==> src/rtl/step_counter.sv <==
`default_nettype none
// -----------------------------------------------------------------------------
// step_counter : parametrised up/down step counter with load, wrap/saturate,
//                terminal count and overflow/underflow pulses.
// Optional macro STEP_COUNTER_PRESCALE_EN adds a PRESCALE-cycle step divider.
// Revision 1.0
// -----------------------------------------------------------------------------
module step_counter #(
   parameter int WIDTH     = 4,
   parameter int UP_STEP   = 3,
   parameter int DOWN_STEP = 5,
   parameter int PRESCALE  = 4
) (
   input  logic             clk,
   input  logic             rst,
   input  logic             en,
   input  logic             s,
   input  logic             sat,
   input  logic             load,
   input  logic [WIDTH-1:0] d,
   output logic [WIDTH-1:0] q,
   output logic             tc,
   output logic             ovf,
   output logic             unf
);

   localparam logic [WIDTH-1:0] MAX  = {WIDTH{1'b1}};
   localparam logic [WIDTH:0]   UP_W = (WIDTH+1)'(UP_STEP);
   localparam logic [WIDTH:0]   DN_W = (WIDTH+1)'(DOWN_STEP);

   if (WIDTH < 2 || WIDTH > 16) begin : g_bad_width
      $error("step_counter: WIDTH out of range 2..16");
   end
   if (PRESCALE < 1 || PRESCALE > 256) begin : g_bad_prescale
      $error("step_counter: PRESCALE out of range 1..256");
   end

   logic             step_fire;
   logic [WIDTH:0]   sum;
   logic [WIDTH:0]   diff;
   logic [WIDTH-1:0] q_next;
   logic             ovf_next;
   logic             unf_next;

`ifdef STEP_COUNTER_PRESCALE_EN
   localparam int PS_W = (PRESCALE > 1) ? $clog2(PRESCALE) : 1;
   localparam logic [PS_W-1:0] PS_LAST = PS_W'(PRESCALE - 1);

   logic [PS_W-1:0] prescaler;

   // Prescaler only moves on enabled cycles; load and reset restart the interval.
   always_ff @(posedge clk) begin
      if (!rst || load) begin
         prescaler <= '0;
      end else if (en) begin
         prescaler <= (prescaler == PS_LAST) ? '0 : prescaler + 1'b1;
      end
   end

   assign step_fire = en && (prescaler == PS_LAST);
`else
   assign step_fire = en;
`endif

   // Bit WIDTH of sum flags a carry past MAX; bit WIDTH of diff flags a borrow.
   always_comb begin
      sum      = {1'b0, q} + UP_W;
      diff     = {1'b0, q} - DN_W;
      q_next   = q;
      ovf_next = 1'b0;
      unf_next = 1'b0;
      if (s) begin
         if (sum[WIDTH]) begin
            ovf_next = 1'b1;
            q_next   = sat ? MAX : sum[WIDTH-1:0];
         end else begin
            q_next   = sum[WIDTH-1:0];
         end
      end else begin
         if (diff[WIDTH]) begin
            unf_next = 1'b1;
            q_next   = sat ? '0 : diff[WIDTH-1:0];
         end else begin
            q_next   = diff[WIDTH-1:0];
         end
      end
   end

   always_ff @(posedge clk) begin
      if (!rst) begin
         q   <= '0;
         ovf <= 1'b0;
         unf <= 1'b0;
      end else if (load) begin
         q   <= d;
         ovf <= 1'b0;
         unf <= 1'b0;
      end else if (step_fire) begin
         q   <= q_next;
         ovf <= ovf_next;
         unf <= unf_next;
      end else begin
         ovf <= 1'b0;
         unf <= 1'b0;
      end
   end

   assign tc = (s && (q == MAX)) || (!s && (q == '0));

endmodule
`default_nettype wire

==> config.mk <==
export PLATFORM = sky130hd
export DESIGN_NAME = step_counter
export DESIGN_NICKNAME = d
export VERILOG_FILES = /design/src/rtl/step_counter.sv
export SDC_FILE = /design/constraint.sdc
export NUM_CORES = 1
export LEC_CHECK = 0
export ABC_CLOCK_PERIOD_IN_PS = 1650
export BUFFER_PORTS_ARGS = -buffer_cell sky130_fd_sc_hd__buf_2
export CAP_MARGIN = 15
export CORE_AREA = 8 8 45 47
export CTS_CLUSTER_SIZE = 40
export DETAILED_ROUTE_END_ITERATION = 10
export DIE_AREA = 0 0 53 55
export HOLD_SLACK_MARGIN = 0.02
export PLACE_DENSITY_LB_ADDON = 0.25
export SLEW_MARGIN = 10
export SYNTH_ARGS = -nofsm -noshare
export SYNTH_HDL_FRONTEND = slang
export SYNTH_SLANG_ARGS = --single-unit
==> constraint.sdc <==
create_clock -name clk -period 1.65 [get_ports clk]
set_input_delay 0.0825 -clock clk [delete_from_list [all_inputs] [get_ports clk]]
set_output_delay 0.0825 -clock clk [all_outputs]
set_load 0.03 [all_outputs]
==> summary.txt <==
Worst setup path
  – CP arrival: 1450 ps
  – CP Max Fanout: 5
  – WS Path Type: flop to output port
  – FF-to-FF Start: q[0]
  – RR Endpoint: q[2]
  – Slowest CP cell: dfxtp_1
  – WP data required: 1570 ps
  – Crit path launch type: flop
  – Worst Setup End Kind: output port
  – Worst-path cell chain: inv_1 -> ha_1 -> nor2b_1 -> nand2_1 -> o21ai_0 -> buf_2
  – Register-to-register setup slack: 250 ps
  – Critical Path Max Stage Delay: 340 ps
  – Reg2reg path depth: 5

Power and ir drop
  – Clk network pwr share: 0.334
  – Comb power frac: 0.275
  – Pint: 283 uW
  – Sw Share: 0.331
  – Peak VDD IR: 396 uV
  – Sequential cell fraction of total power: 0.392
  – PwrDens: 820 nW/um2
  – Lkg Pwr: 0.000235 uW
  – P_sw: 140 uW

Synth
  – Synthesized cell area: 393 um2
  – Post-Syn Nets: 64
  – Post-synth ARST share: 0
  – EDFF count, synth: 0
  – Cell variety after synth: 22
  – Commonest cells in the netlist: dfxtp_1 (6), o21ai_0 (5)
  – Top-area cell type share of the netlist area: 0.306
  – Mapped Avg Cell Area: 7.56 um2
  – Sequential share of the synthesized area: 0.306
  – Post-synth top area cell: dfxtp_1
  – Post-synthesis register bit count: 6
  – Yosys warning total: 0
  – Synth top area cells: dfxtp_1 (31%), ha_1 (6.4%), o21ai_0 (6.4%)
  – Top FF cell, synth: dfxtp_1
  – Most frequent cell after synthesis: dfxtp_1
  – Cells after Synth: 52

Placement
  – Port-buffer cells: 16
  – Dpl ws: 274 ps
  – HPWL after DPL: 871 um
  – Placer Congestion: 0.778

Drt
  – Average wire per standard cell: 12.9 um
  – Routed wire length: 1130 um
  – Final antenna-violating net count: 0
  – DR pass1 iterations: 4
  – DRC: 0
  – Vias: 449
  – DR vias/cell: 5.16
  – DR iter-0 viols: 34

Clock tree
  – CTS max path bufs: 2
  – Hold-fix buffers, CTS: 0
  – Clk root buf: clkbuf_4
  – Post-CTS setup buffer count: 0
  – CTS clk-pin slew, worst paths: 50 ps
  – CTS H-tree depth: 1
  – TritonCTS buffer count: 3
  – Post-CTS Resized: 0
  – Clock sink total: 6
  – Worst skew pair latency: 250 ps
  – CTS tree: built

Timing
  – PnR worst setup slack: 118 ps
  – Tightest Pin Transition: 339 ps
  – RSZ-0062 raised after global routing: false
  – Final period util: 0.928
  – Final setup fails: 0
  – Hold Fails Final Rpt: 0
  – Fmax: 0.653 GHz
  – Max-slew violations: 0
  – Total negative slack: 0 ps
  – Worst Skew: 6.43 ps
  – Rel. slew slack: 0.773
  – Fin crit period: 1530 ps

Die
  – Die span in x: 53 um
  – Die area: 2920 um2
  – DIE HEIGHT: 55 um
  – Cell row count: 14
  – # IOs: 17
  – Initial Util: 0.284
  – Floorplan core area: 1380 um2

GRT
  – Pin count of the biggest net entering global routing: 8
  – M1 GR Usage: 0.0775
  – Initial antenna violation count: 0
  – M3 GR Usage: 0.0615
  – Vias in the first global route: 448
  – First-pass GRT wire length: 1860 um
  – Total track usage: 0.0891
  – GRT Max-Usage Layer: met2
  – Met2 Track Usage GR: 0.145
  – Grt total ovfl: 0

Run status
  – Outcome: finished, final reports clean

Job
  – Max-cap violations: 0

Final layout
  – N_diodes: 0
  – Fin nets: 85
  – Layout cells sized above 1: 0.310
  – Area grow syn2layout: 31.2%

Min path
  – WHS Endpoint: q[0]
  – HP Start: d[0]
  – Hold Path Class: input pin to flop
  – Worst Hold Depth: 3
-- worst max-delay path by stage --
stage / start / to / slack (ps) / cells after the start
after CTS: q[0] / tc / 110 / 6
after detailed placement: q[0] / q[2] / 270 / 5
after global placement: q[0] / q[2] / 250 / 5
after floorplan: q[2] / tc / 60 / 2
final: q[0] / tc / 120 / 6
after global routing: q[0] / tc / 20 / 6
-- power by group through the flow --
stage,Clock [uW],Sequential (uW),Combinational [uW]
finish,141,166,116
global route,155,167,128
CTS,145,165,116
detailed placement,0,168,115
global placement,0,169,116
floorplan,0,183,60.1
-- per-layer routing --
metal,share of wire,vias up
li1,-,228
met1,0.36,197
met2,0.50,17
met3,0.095,7
met4,0.041,0
met5,0,-
-- worst max-delay path: cells and delay by family (launching register included) --
family | cells | cell delay [ps]
DFF | 1 | 340
buffers and inverters | 2 | 310
and+or+nand+nor | 2 | 270
adders and majority gates | 1 | 210
AOI/OAI and AO/OA | 1 | 80
-- stage by stage --
step	utilization	area, um2	total power [uW]	hold slack, ps	instances
finish	0.373	515	422	97.5	87
floorplan	-	393	243	204	52
global placement	0.356	493	285	354	84
detailed placement	0.356	493	283	356	84
CTS	0.373	515	426	93.1	87
global route	0.373	515	450	125	87
-- layout by cell type (no fill, tap or decap), types with 2 or more instances in the layout --
master	netlist	layout
ha_1	2	2
clkbuf_4	0	3
nor2_1	4	4
inv_1	4	4
a31oi_1	3	3
nand3_1	3	3
buf_2	0	16
o21ai_0	5	5
nand2_1	4	4
dfxtp_1	6	6
nand2b_1	3	3
a21oi_1	3	3
nor3_1	4	4
-- layout make-up --
| class | instances | area [um2] |
|---|---|---|
| Tap cell | 16 | 20.0 |
| Fill cell | 143 | 868 |
| Inverter | 4 | 15.0 |
| Clock buffer | 3 | 22.5 |
| Timing Repair Buffer | 16 | 80.1 |
| Multi-Input combinational cell | 42 | 258 |
| Sequential cell | 6 | 120 |
-- kinds of logic after synthesis --
| group | after synthesis | share of synthesized area |
|---|---|---|
| AO/OA/AOI/OAI | 16 | 0.248 |
| adder cells (fa/ha/maj) | 2 | 0.0637 |
| buffers and inverters | 4 | 0.0382 |
| flip-flops | 6 | 0.306 |
| AND/OR/NAND/NOR | 24 | 0.344 |
-- registers in the layout, summed over array words and instances (netlist names) --
name  cells
unf       1
ovf       1
q         4
Note: power is estimated with default switching activity, not from simulation.
